### config.mk
export PLATFORM = sky130hd
export DESIGN_NAME = reg_writeback_ctrl
export DESIGN_NICKNAME = d
export VERILOG_FILES = /design/src/rtl/reg_writeback_ctrl.sv
export SDC_FILE = /design/constraint.sdc
export NUM_CORES = 1
export LEC_CHECK = 0
export ABC_AREA = 1
export CAP_MARGIN = 20
export CORE_MARGIN = 4
export CORE_UTILIZATION = 47
export CTS_BUF_LIST = sky130_fd_sc_hd__clkbuf_8
export CTS_CLUSTER_DIAMETER = 60
export DETAILED_ROUTE_END_ITERATION = 8
export PLACE_DENSITY = 0.78
export SYNTH_ARGS = -nofsm -noshare
export SYNTH_HDL_FRONTEND = slang
export SYNTH_SLANG_ARGS = --single-unit
### constraint.sdc
create_clock -name clk -period 2.41 [get_ports clk]
set_input_delay 0.482 -clock clk [delete_from_list [all_inputs] [get_ports clk]]
set_output_delay 0.482 -clock clk [all_outputs]
set_load 0.02 [all_outputs]
### src/rtl/reg_writeback_ctrl.sv
// reg_writeback_ctrl: write-side initiator for the register file.
// It accepts ALU results and data-cache load results, and it holds the core
// while a cache miss is outstanding. It sign- or zero-extends sub-word loads,
// then drives the register file write port from registers one cycle later.
module reg_writeback_ctrl #(
    parameter int XLEN   = 32,
    parameter int REG_AW = 5,
    parameter int CNT_W  = 16
) (
    input  logic              clk,
    input  logic              reset,
    input  logic              alu_valid,
    input  logic [REG_AW-1:0] alu_rd,
    input  logic [XLEN-1:0]   alu_result,
    input  logic              load_req,
    input  logic [REG_AW-1:0] load_rd,
    input  logic [2:0]        load_funct3,
    input  logic [1:0]        load_addr_lo,
    input  logic              mem_ready,
    input  logic [XLEN-1:0]   mem_rdata,
    output logic              stall_out,
    output logic              rf_write_en,
    output logic [REG_AW-1:0] rf_write_register,
    output logic [XLEN-1:0]   rf_write_data,
    output logic [CNT_W-1:0]  stall_cycles
);

    typedef enum logic [1:0] {
        IDLE     = 2'd0,
        WAIT_MEM = 2'd1,
        WRITE    = 2'd2
    } state_t;

    localparam logic [2:0] F3_LB  = 3'b000;
    localparam logic [2:0] F3_LH  = 3'b001;
    localparam logic [2:0] F3_LW  = 3'b010;
    localparam logic [2:0] F3_LBU = 3'b100;
    localparam logic [2:0] F3_LHU = 3'b101;

    state_t state, state_next;

    // Load parameters held while waiting for a cache miss to resolve
    logic [REG_AW-1:0] pend_rd;
    logic [2:0]        pend_funct3;
    logic [1:0]        pend_addr_lo;

    // Combinational decisions that the registers below consume
    logic              cap_en;
    logic [REG_AW-1:0] cap_rd;
    logic [XLEN-1:0]   cap_data;
    logic              pend_load;

    // The function selects a byte or halfword lane from the aligned word.
    // LB and LH sign-extend. LBU and LHU zero-extend. LW and unknown codes
    // pass the word through unchanged.
    function automatic logic [XLEN-1:0] extract_load(
        input logic [2:0]      f3,
        input logic [1:0]      lo,
        input logic [XLEN-1:0] word
    );
        logic [7:0]      b;
        logic [15:0]     h;
        logic [XLEN-1:0] r;
        b = word[8*lo +: 8];
        h = word[16*lo[1] +: 16];
        case (f3)
            F3_LB:   r = {{(XLEN-8){b[7]}}, b};
            F3_LBU:  r = {{(XLEN-8){1'b0}}, b};
            F3_LH:   r = {{(XLEN-16){h[15]}}, h};
            F3_LHU:  r = {{(XLEN-16){1'b0}}, h};
            F3_LW:   r = word;
            default: r = word;
        endcase
        return r;
    endfunction

    // State register; reset abandons any pending write
    always_ff @(posedge clk or posedge reset) begin
        if (reset) state <= IDLE;
        else       state <= state_next;
    end

    // Next state and capture decisions. IDLE and WRITE accept new work identically.
    always_comb begin
        state_next = state;
        cap_en     = 1'b0;
        cap_rd     = '0;
        cap_data   = '0;
        pend_load  = 1'b0;
        case (state)
            IDLE, WRITE: begin
                state_next = IDLE;
                if (load_req) begin
                    if (mem_ready) begin
                        cap_en     = 1'b1;
                        cap_rd     = load_rd;
                        cap_data   = extract_load(load_funct3, load_addr_lo, mem_rdata);
                        state_next = WRITE;
                    end else begin
                        pend_load  = 1'b1;
                        state_next = WAIT_MEM;
                    end
                end else if (alu_valid) begin
                    cap_en     = 1'b1;
                    cap_rd     = alu_rd;
                    cap_data   = alu_result;
                    state_next = WRITE;
                end
            end
            WAIT_MEM: begin
                if (mem_ready) begin
                    cap_en     = 1'b1;
                    cap_rd     = pend_rd;
                    cap_data   = extract_load(pend_funct3, pend_addr_lo, mem_rdata);
                    state_next = WRITE;
                end
            end
            default: state_next = IDLE;
        endcase
    end

    // Stall while a miss is outstanding, including the cycle the miss is first seen
    always_comb begin
        stall_out = (state == WAIT_MEM) ||
                    ((state == IDLE || state == WRITE) && load_req && !mem_ready);
    end

    // Hold the load parameters of a missed load until the cache answers
    always_ff @(posedge clk or posedge reset) begin
        if (reset) begin
            pend_rd      <= '0;
            pend_funct3  <= '0;
            pend_addr_lo <= '0;
        end else if (pend_load) begin
            pend_rd      <= load_rd;
            pend_funct3  <= load_funct3;
            pend_addr_lo <= load_addr_lo;
        end
    end

    // Register the write port. Writes to x0 are suppressed, and address and data
    // keep their last values whenever no write is issued.
    always_ff @(posedge clk or posedge reset) begin
        if (reset) begin
            rf_write_en       <= 1'b0;
            rf_write_register <= '0;
            rf_write_data     <= '0;
        end else begin
            rf_write_en <= cap_en && (cap_rd != '0);
            if (cap_en && (cap_rd != '0)) begin
                rf_write_register <= cap_rd;
                rf_write_data     <= cap_data;
            end
        end
    end

    // Count the cycles spent in WAIT_MEM, saturating at all-ones
    always_ff @(posedge clk or posedge reset) begin
        if (reset)
            stall_cycles <= '0;
        else if (state == WAIT_MEM && stall_cycles != {CNT_W{1'b1}})
            stall_cycles <= stall_cycles + 1'b1;
    end

endmodule

# == Yosys cells after proc, flatten, opt, wreduce, memory -nomap -nowiden ==
# Index checks and enable logic that the tools add are counted.
# classes
add_sub_neg,1
eq_ne,10
n_shift,4
n_mux,24
n_reduce_logical,12
# op_table
operator,count
32-bit one-hot mux with 4 select lines,2
32-bit two-way mux,4
32-bit one-hot mux with 2 select lines,1
32-bit by 6-bit indexed part select with 16-bit output,2
32-bit by 6-bit indexed part select with 8-bit output,2
5-bit two-way mux,4
"16-bit by 1-bit adder with 16-bit output, second input constant",1
"16-bit inequality test, second input constant",1
"3-bit == test, second input constant",4
5-bit one-hot mux with 2 select lines,1
2-bit two-way mux,4
"3-bit by 1-bit == test with 1-bit output, second input constant",2
3-bit logical NOT,2
1-bit two-way mux,6
5-bit nonzero test,1
1-bit logical AND,4
2-bit one-hot mux with 2 select lines,1
"2-bit by 1-bit == test with 1-bit output, second input constant",1
"2-bit == test, second input constant",1
2-bit logical NOT,1
1-bit logical OR,2
"2-bit inequality test, second input constant",1
1-bit one-hot mux with 2 select lines,1
2-bit OR reduction,1
1-bit logical NOT,1
# word_totals
register_bits,66
in_bits,84
word_cells,59

# == Depth between registers and ports, before layout ==
# logic_depth
word_depth,5
mapped_depth,15

# == Least setup slack after synthesis ==
# Ideal clock, no wire load.
# synth_timing
path_kind,register to register
from,register stall_cycles[0]
to,register stall_cycles[11]
setup_time_ps,130
t_arrival_ps,1671
setup_slack_ps,610
path_stages_with_launch,10
path_buffers,1
period_less_slack_ps,1800
cell_sequence,dfrtp_1 > ha_1 > nand3_1 > nor3_1 > nand3_1 > nand2_1 > inv_2 > clkbuf_1 > nand2_1 > o21ai_1
# synth_between
elab_chain_len,2
# synth_rtl
element,line_no,rtl
start: declaration,25,output logic [CNT_W-1:0] stall_cycles
start signal: assignment,162,stall_cycles <= stall_cycles + 1'b1;
"parallel branches: the longest is 2 deep, another holds 16-bit by 1-bit adder with 16-bit output",--,
# Parallel ways; which one is timed is not known.
# A chain may end at the register's enable or synchronous reset.

# == Worst setup path in the final report ==
# layout_timing
from,input port load_addr_lo[1]
to,register rf_write_data[26]
# layout_between
elab_chain_len,5
# layout_rtl
element,line_no,rtl
start: declaration,18,"input logic [1:0] load_addr_lo,"
32-bit by 6-bit indexed part select with 16-bit output / 32-bit by 6-bit indexed part select with 8-bit output (equally long branches),"65, 64",
32-bit one-hot mux with 4 select lines (*),66,case (f3)
32-bit two-way mux (*),94,if (mem_ready) begin
32-bit two-way mux (*),93,if (load_req) begin
32-bit one-hot mux with 2 select lines (*),90,case (state)
end signal: assignment,152,rf_write_data <= cap_data;
end: declaration,24,"output logic [XLEN-1:0] rf_write_data,"
# Every way passes the cells marked *; elsewhere a longest branch is shown, timed or not.

==> impl_metrics.tcl <==
set metrics [dict create \
    postCtsHoldBufs 0 \
    syn_inst 877 \
    chipHeight_um 114 \
    crit_path_frequent_cell "nand2_1" \
    layout_common_cells "nand2_1, clkdlybuf4s50_1, nor2_1, a21oi_1" \
    io_buffers 138 \
    finalSetupTns_ns 0 \
    p_sw_share_pct 39.0 \
    ir_drop_mv 0.364 \
    cpPeakStageDelay_ns 0.62 \
    synth-seq-cells 66 \
    worstPathRequired_ns 2.66 \
    cts_tree "yes" \
    clkPwrFrac_pct 25.5 \
    worstPathArrival_ns 2.23 \
    drc 0 \
    syn_avg_cell_area_um2 6.00 \
    dp.final_hpwl_um 13200 \
    grt_pass1_vias 5782 \
    numClockSinks 66 \
    initial_core_util_pct 48.3 \
    synth_cell_types 33 \
    overflow 0 \
    antenna_found_initial 0 \
    fp-row-count 38 \
    cts_buffer_depth 2 \
    path_cells "clkdlybuf4s50_1 -> inv_1 -> nand2_1 -> nand2_1 -> nand2_1 -> nand2_1 -> nand2_2 -> nand2_2 -> nand2_1 -> nand2_1 -> nand2_1 -> nand2_1 -> nand2_1 -> nand2_1" \
    relSlewSlack_pct 51.7 \
    grt_start_max_net_pins 67 \
    vias 6194 \
    seq_area_frac_synth_pct 31.4 \
    wl_per_cell_um 15.7 \
    p_total_uw 4200 \
    clkTransAtPathRegs_ns 0.08 \
    antenna_cells 0 \
    die_area_mm2 0.0129 \
    p_switching_uw 1640 \
    p_seq_share_pct 34.0 \
    path_max_fanout 16 \
    routed_wl_um 17900 \
    worst_slew_pin_slew_ns 0.718 \
    drt_first_pass_iters 5 \
    syn-cell-area_mm2 0.00526 \
    root_buffer "clkbuf_8" \
    cts_buffers 9 \
    startpoint_type "primary input" \
    max_cap_viol_count 0 \
    boundaryPins 139 \
    drive_gt1_share_pct 6.18 \
    p_per_area_mw_per_mm2 598 \
    cell_internal_pwr_uw 2560 \
    grt_usage_pct 28.1 \
    p_comb_share_pct 40.4 \
    die_w_um 114 \
    setup-violations-final 0 \
    clock.fmax_mhz 506 \
    core_mm2 0.0109 \
    post-route-min-period_ns 1.98 \
    ant_nets 0 \
    critical_path_class "primary input to register" \
    drt_iter0_drc 761 \
    grt_pass1_wl_um 29300 \
    end_kind "register" \
    final_net_count 1083 \
    place.gp.congestion 0.978 \
    routed_via_density 5.42 \
    min_period_over_period_pct 82.1 \
    status "finished clean" \
    ys_warn_count 0 \
    synth_fp_nets 962 \
    syn_to_final_growth_pct 33.5 \
    hold_class "register to register" \
    final_common_cell "nand2_1" \
    maxSlewViolCount 0 \
    fin_worst_skew_ns 0.0166 \
    cp_slowest_cell "clkdlybuf4s50_1" \
    hold_viol_final 0 \
    clock_latency_ns 0.36 \
    htreeDepth 3 \
    rsz0062_at_grt "no" \
    p_leak_uw 0.00348 \
]
==> critical path, delay by kind of cell <==
| family | cells | cell delay, ns |
|---|---|---|
| buf+inv | 2 | 0.73 |
| simple gates | 12 | 1.00 |
==> registers in the layout (all words and copies together) (netlist names) <==
signal and count:
pend_addr_lo 2, pend_funct3 3, pend_rd 5, rf_write_data 32
rf_write_en 1, rf_write_register 5, stall_cycles 16, state 2
==> routing by layer <==
layer	track usage (%)	vias to the layer above	part of all wire [%]
met5	0	-	0
met4	10.1	0	2.7
met3	4.51	38	8.5
met2	43.9	294	45
met1	39.3	2802	43
li1	-	3060	-
==> power groups by stage <==
| stage | registers [uW] | logic (uW) | clock network (uW) |
|---|---|---|---|
| floorplan | 1590 | 811 | 0 |
| global placement | 1450 | 1670 | 0 |
| detailed placement | 1450 | 1680 | 0 |
| CTS | 1430 | 1690 | 1090 |
| global route | 1460 | 1850 | 1150 |
| finish | 1430 | 1700 | 1070 |
==> cells by family after synthesis <==
kind of cell    after synthesis  synth area share (%)
simple gates                534                  42.2
flops                        66                  31.4
fa+ha+maj                     1                 0.238
buf+inv                     125                  9.80
xor+xnor                     12                  2.00
compound gates              139                  14.4
==> Yosys cell counts <==
library cell	count	area (um2)
nand2_1	354	1330
nor2_1	86	323
a21oi_1	69	345
dfrtp_1	66	1650
inv_1	66	248
nand3_1	38	190
nand4_1	37	231
o21ai_0	35	175
clkbuf_1	24	90.1
buf_2	14	70.1
o21ai_1	10	50.1
buf_1	9	33.8
o211ai_1	8	60.1
o22ai_1	7	43.8
xor2_1	7	61.3
inv_2	6	22.5
nor3_1	6	30.0
nor2_4	5	56.3
xnor2_1	5	43.8
nand2_2	4	25.0
o21bai_1	4	30.0
buf_4	3	22.5
a31oi_1	2	12.5
buf_6	2	22.5
nand3_2	2	20.0
a211oi_1	1	7.51
ha_1	1	12.5
inv_4	1	6.26
nor2_2	1	6.26
nor4_1	1	6.26
o21a_1	1	7.51
o21ai_2	1	8.76
o21ai_4	1	16.3
==> through the flow <==
stage	std cells	utilization, %	hold WS (ns)	setup slack (ns)	area (um2)
floorplan	877	-	0.453	0.273	5260
global placement	1127	62.5	0.476	0.0883	6800
detailed placement	1127	62.5	0.484	0.0723	6800
CTS	1143	64.5	0.503	0.0717	7020
global route	1143	64.5	0.529	0.263	7020
finish	1143	64.5	0.496	0.432	7020
==> area by class of cell <==
cell class | instances | area [um2]
clock buffers | 9 | 124
flip-flops and latches | 66 | 1650
fillers | 1039 | 3870
inverters | 73 | 277
multi-input cells | 686 | 3090
well taps | 140 | 175
clock inverters | 7 | 92.6
repair buffers | 162 | 1610
==> what timing repair did <==
action,4_1_cts,5_1_grt
resized for setup,0,1
setup buffers,0,0
setup endpoints to repair,0,1
==> worst paths after layout <==
check                                 from                end  slack, ns  depth (start not counted)
setup reg to reg           stall_cycles[0]    stall_cycles[4]       0.44                         10
hold reg to reg                 pend_rd[2]         pend_rd[2]       0.50                          2
min in group asynchronous            reset  rf_write_data[14]       0.51                          3
setup / recovery           load_addr_lo[1]  rf_write_data[26]       0.43                         14
max in group asynchronous            reset         pend_rd[0]       1.60                          3
hold / removal                  pend_rd[2]         pend_rd[2]       0.50                          2
Note: power is estimated with default switching activity, not from simulation.
